<file path="src/rtl/elevator_pkg.sv">
// Shared constants for the elevator call panel.
// Request bit order, floor codes and summary masks.
package elevator_pkg;

  localparam int REQ_W = 7;

  localparam int REQ_F1_UP   = 0;
  localparam int REQ_F2_DOWN = 1;
  localparam int REQ_F2_UP   = 2;
  localparam int REQ_F3_DOWN = 3;
  localparam int REQ_CAR1    = 4;
  localparam int REQ_CAR2    = 5;
  localparam int REQ_CAR3    = 6;

  typedef logic [REQ_W-1:0] req_vec_t;

  localparam logic [2:0] FLOOR_1 = 3'b001;
  localparam logic [2:0] FLOOR_2 = 3'b010;
  localparam logic [2:0] FLOOR_3 = 3'b100;

  // Requests that count as "at" each floor.
  localparam req_vec_t MASK_F1 = 7'b0010001;
  localparam req_vec_t MASK_F2 = 7'b0100110;
  localparam req_vec_t MASK_F3 = 7'b1001000;

  localparam int CNT_W = 4;
  localparam logic [CNT_W-1:0] CNT_MAX = '1;

endpackage

</file>
<file path="src/rtl/call_debounce.sv">
// One button: 2-flop sync, saturating debounce counter,
// armed flag. Emits a one-cycle accept strobe per press.
module call_debounce
  import elevator_pkg::*;
#(
  parameter int DEBOUNCE_CYCLES = 2
) (
  input  logic clk,
  input  logic rst_n,
  input  logic btn,
  output logic accept
);

  logic [1:0]       sync;
  logic [1:0]       vld;
  logic [CNT_W-1:0] cnt;
  logic [CNT_W-1:0] cnt_nxt;
  logic             armed;
  logic             rls;
  logic             lvl;

  assign lvl = sync[1];

  // Count synchronized-high cycles; strobe on reaching the threshold.
  // rls blocks a button held across reset until a real low is seen.
  always_comb begin
    cnt_nxt = '0;
    if (lvl) begin
      cnt_nxt = (cnt == CNT_MAX) ? cnt : cnt + CNT_W'(1);
    end
    accept = armed & rls & lvl &
             (cnt_nxt == CNT_W'(DEBOUNCE_CYCLES));
  end

  // Synchronizer, counter and arming state.
  always_ff @(posedge clk or negedge rst_n) begin
    if (!rst_n) begin
      sync  <= '0;
      vld   <= '0;
      cnt   <= '0;
      armed <= 1'b1;
      rls   <= 1'b0;
    end else begin
      sync <= {sync[0], btn};
      vld  <= {vld[0], 1'b1};
      cnt  <= cnt_nxt;
      if (!lvl) begin
        armed <= 1'b1;
      end else if (accept) begin
        armed <= 1'b0;
      end
      if (vld[1] && !lvl) begin
        rls <= 1'b1;
      end
    end
  end

endmodule

</file>
<file path="src/rtl/elevator_call_panel.sv">
// Elevator request front end: debounced buttons latch
// pending requests, service clears them, summaries registered.
module elevator_call_panel
  import elevator_pkg::*;
#(
  parameter int DEBOUNCE_CYCLES = 2
) (
  input  logic             clk,
  input  logic             rst_n,
  input  logic             floor1_up,
  input  logic             floor2_down,
  input  logic             floor2_up,
  input  logic             floor3_down,
  input  logic             floor1_button,
  input  logic             floor2_button,
  input  logic             floor3_button,
  input  logic             floor_1_indi,
  input  logic             floor_2_indi,
  input  logic             floor_3_indi,
  input  logic             door_open,
  input  logic             dir_up,
  output logic [REQ_W-1:0] req_lamp,
  output logic             req_here,
  output logic             req_above,
  output logic             req_below,
  output logic             any_req
);

  req_vec_t   raw;
  req_vec_t   set;
  req_vec_t   clr;
  req_vec_t   req;
  req_vec_t   req_nxt;
  logic [2:0] floor;
  logic       here_nxt;
  logic       above_nxt;
  logic       below_nxt;

  assign raw = {floor3_button, floor2_button, floor1_button,
                floor3_down, floor2_up, floor2_down, floor1_up};

  assign floor = {floor_3_indi, floor_2_indi, floor_1_indi};

  for (genvar i = 0; i < REQ_W; i++) begin : g_btn
    call_debounce #(
      .DEBOUNCE_CYCLES(DEBOUNCE_CYCLES)
    ) u_db (
      .clk   (clk),
      .rst_n (rst_n),
      .btn   (raw[i]),
      .accept(set[i])
    );
  end

  // Service clears at the open-door floor; hall direction at floor 2.
  always_comb begin
    clr = '0;
    if (door_open) begin
      case (floor)
        FLOOR_1: begin
          clr[REQ_CAR1]  = 1'b1;
          clr[REQ_F1_UP] = 1'b1;
        end
        FLOOR_2: begin
          clr[REQ_CAR2]    = 1'b1;
          clr[REQ_F2_UP]   = dir_up;
          clr[REQ_F2_DOWN] = ~dir_up;
        end
        FLOOR_3: begin
          clr[REQ_CAR3]    = 1'b1;
          clr[REQ_F3_DOWN] = 1'b1;
        end
        default: clr = '0;
      endcase
    end
  end

  // Clear wins over a same-cycle set.
  assign req_nxt = (req | set) & ~clr;

  // Summaries from the next-state vector; hold when floor unknown.
  always_comb begin
    here_nxt  = req_here;
    above_nxt = req_above;
    below_nxt = req_below;
    case (floor)
      FLOOR_1: begin
        here_nxt  = |(req_nxt & MASK_F1);
        above_nxt = |(req_nxt & ~MASK_F1);
        below_nxt = 1'b0;
      end
      FLOOR_2: begin
        here_nxt  = |(req_nxt & MASK_F2);
        above_nxt = |(req_nxt & MASK_F3);
        below_nxt = |(req_nxt & MASK_F1);
      end
      FLOOR_3: begin
        here_nxt  = |(req_nxt & MASK_F3);
        above_nxt = 1'b0;
        below_nxt = |(req_nxt & ~MASK_F3);
      end
      default: begin
        here_nxt  = req_here;
        above_nxt = req_above;
        below_nxt = req_below;
      end
    endcase
  end

  // Request register and registered summaries.
  always_ff @(posedge clk or negedge rst_n) begin
    if (!rst_n) begin
      req       <= '0;
      req_here  <= 1'b0;
      req_above <= 1'b0;
      req_below <= 1'b0;
      any_req   <= 1'b0;
    end else begin
      req       <= req_nxt;
      req_here  <= here_nxt;
      req_above <= above_nxt;
      req_below <= below_nxt;
      any_req   <= |req_nxt;
    end
  end

  assign req_lamp = req;

endmodule
</file>
<file path="config.mk">
export PLATFORM = sky130hd
export DESIGN_NAME = elevator_call_panel
export DESIGN_NICKNAME = d
export VERILOG_FILES = /design/src/rtl/elevator_pkg.sv /design/src/rtl/call_debounce.sv /design/src/rtl/elevator_call_panel.sv
export SDC_FILE = /design/constraint.sdc
export NUM_CORES = 1
export LEC_CHECK = 0
export ABC_AREA = 1
export CAP_MARGIN = 10
export CORE_ASPECT_RATIO = 2
export CORE_MARGIN = 5
export CORE_UTILIZATION = 25
export CTS_BUF_LIST = sky130_fd_sc_hd__clkbuf_8
export DETAILED_ROUTE_END_ITERATION = 7
export HOLD_SLACK_MARGIN = 0.08
export PLACE_DENSITY = 0.4
export SYNTH_ARGS = -nofsm -noshare
export SYNTH_HDL_FRONTEND = slang
export SYNTH_HIERARCHICAL = 1
export SYNTH_SLANG_ARGS = --single-unit
export TNS_END_PERCENT = 10
</file>
<file path="constraint.sdc">
create_clock -name clk -period 2.9 [get_ports clk]
set_input_delay 0.87 -clock clk [delete_from_list [all_inputs] [get_ports clk]]
set_output_delay 0.87 -clock clk [all_outputs]
set_load 0.005 [all_outputs]
</file>
==> reports/metrics.yaml <==
ir_drop_uv: 257
synth_seq_area_share: 0.581
route.detailed.drc: 0
worstHoldPathType: "reg2reg"
grt_max_degree: 35
syn2layout_area_growth_pct: 20.5
slew_viol_final: 0
nFillCells: 1484
critPathMaxFanout: 2
setup_viol: 0
numCtsBuffers: 9
cts.clk_slew.worst_paths_ns: 0.07
htreeDepth: 3
cts_root_buffer: "clkbuf_8"
grt_pass1_vias: 2565
detail-route-antenna-nets: 0
postLayoutSetupSlackWorst_ns: 0.766
synth_adder_area_share: 0.0250
min_period_ns: 2.13
hold_violations: 0
p_leak_nw: 2.12
antenna_found_initial: 0
cts_resized: 0
route.met3.wl_um: 256
cp.arrival_ns: 1.26
core-area_um2: 13800
cts_hold_buffers: 0
p_per_area_nw_per_um2: 619
cp_slowest_stage_delay_ns: 0.53
cts_setup_buffers: 0
whs_ns: 0.350
clockPowerShare: 0.346
hold-path-endpoint: "g_btn[2].u_db/vld[1]"
overflow: 0
cp.buffers_inverters: 1
final.setup.tns_ns: 0
drt-wirelength-per-cell_um: 10.9
synthSimpleGateAreaFrac: 0.270
initial_core_util: 0.254
swShare: 0.253
r2r_slack_ns: 0.97
wl_met2_um: 3560
whs_path_depth: 0
r2r-end: "req_here"
maxCapViolCount: 0
wirelength_met1_um: 2710
antennaDiodeCount: 0
path_cells: "clkdlybuf4s50_1"
power_frac_seq: 0.501
synthCells: 379
track_usage: 0.0909
synth_top_family_by_area: "simple AND/OR/NAND/NOR gates"
synth.mux.area_fraction: 0
rsz0062_at_grt: "false"
die_w_um: 93.7
rr_worst_depth: 11
chipHeight_um: 177
fp.dieArea_um2: 16600
synthXorXnorAreaFrac: 0
total_power_mw: 2.61
drtIter0Drc: 53
clkLatencyLatePin_ns: 0.35
hp-start: "g_btn[2].u_db/vld[0]"
pre_cts_slack_ns: 0.638
max_freq_ghz: 0.469
critPathTopFamily: "buffers and inverters"
crit_start: "req_here"
io_pins: 25
grt_first_pass_wirelength_um: 11800
fin_crit_sh: 0.736
dp_hpwl_um: 5170
vias_per_cell: 3.99
synth_compound_area_frac: 0.0485
power.switching_mw: 0.661
crit_required_ns: 2.03
yosys_warnings: 6
cts_sinks: 81
highest_layer: "met4"
r2r-start: "g_btn[6].u_db/cnt[0]"
drt-total-wl_um: 6690
endpoint_kind: "output port"
dr.pass1.iters: 4
critical_path.slowest_cell: "clkdlybuf4s50_1"
synth_cell_types: 26
pwr-share-comb: 0.153
synth.cell_area_um2: 3510
cts_max_path_buffers: 2
gp_congestion: 0.750
nets: 438
cts_tree: "done"
startpoint_type: "flop"
status: "completed"
placementRows: 61
cellInternalPower_mw: 1.95
final_core_util: 0.306
synth-seq-cells: 81
io_buffers: 24
critical_path_class: "reg2out"
clock_skew_ns: 0.00892
vias: 2436
drive_gt1_frac: 0.145
syn_nets: 400
syn_avg_cell_area_um2: 9.25
worst max path at each step:
stage,end,slack (ns),depth (start not counted)
finish,req_here,0.77,1
global route,req_above,0.70,1
CTS,req_lamp[0],0.71,1
detailed placement,any_req,0.64,6
global placement,any_req,0.69,6
floorplan,req_here,1.16,12
logic make-up after synthesis:
logic type | after synthesis
and+or+nand+nor | 193
DFF | 81
buffers and inverters | 64
AOI/OAI and AO/OA | 27
adders and majority gates | 7
other | 7
registers in the layout, summed over array words and instances, names as in the netlist:
register          count
req_here              1
g_btn.u_db/armed      7
any_req               1
g_btn.u_db/cnt       28
g_btn.u_db/rls        7
g_btn.u_db/sync      14
req_below             1
g_btn.u_db/vld       14
req_lamp              7
req_above             1
cells in the mapped netlist, drive strengths merged:
cell / count / area share
nor3: 1 / 0.0029
nand4: 10 / 0.018
nand3b: 1 / 0.0021
dfrtp: 74 / 0.53
o21ai: 3 / 0.0064
dfstp: 7 / 0.052
and2: 7 / 0.012
a21oi: 16 / 0.025
nand3: 45 / 0.077
conb: 7 / 0.0075
a21o: 7 / 0.015
or2: 6 / 0.011
ha: 7 / 0.025
inv: 64 / 0.069
nor2: 57 / 0.073
nand2: 66 / 0.074
o211ai: 1 / 0.0021
final cells by class:
type / instances / area (µm²) / share of cell area
Timing Repair Buffer: 27 / 260 / 0.0616
Clock buffer: 11 / 151 / 0.0358
Multi-Input combinational cell: 234 / 1230 / 0.291
Tap cell: 189 / 236 / 0.0560
Inverter: 64 / 240 / 0.0569
Clock inverter: 5 / 71.3 / 0.0169
Sequential cell: 81 / 2040 / 0.482
per-layer routing:
metal,vias to the layer above,track usage
met3,10,0.0242
met1,1149,0.0971
met4,0,0.0434
met5,-,0
met2,26,0.163
li1,1251,-
cells in the final DEF, fill, tap and decap left out, types with 9 or more instances in the layout:
cell type / count
a21oi_1: 14
clkbuf_8: 11
clkdlybuf4s50_1: 23
dfrtp_1: 74
inv_1: 64
nand2_1: 64
nand3_1: 36
nand3_2: 9
nand4_1: 10
nor2_1: 40
nor2_2: 17
per-stage QoR:
step                cell area (µm²)  cells
CTS                            4230    611
floorplan                      3510    379
detailed placement             4000    595
global placement               4000    595
finish                         4230    611
global route                   4230    611
power by group through the flow:
stage	registers, mW	logic, mW	clock network, mW
detailed placement	1.34	0.412	0
floorplan	1.31	0.212	0
global placement	1.34	0.410	0
CTS	1.32	0.414	0.952
finish	1.31	0.399	0.904
global route	1.33	0.460	0.991
worst reg2reg max path, cell delays in order (launching register included):
cell and delay, ns:
dfrtp_1 0.40, ha_1 0.27, nand3_2 0.11, nor2_1 0.13, nor2_2 0.07, nand2_1 0.08
nor2_2 0.05, or2_0 0.26, o21ai_1 0.21, nor2_1 0.07, nor2_2 0.11, a21oi_2 0.05
No activity file was read; power rests on OpenSTA's default activity.
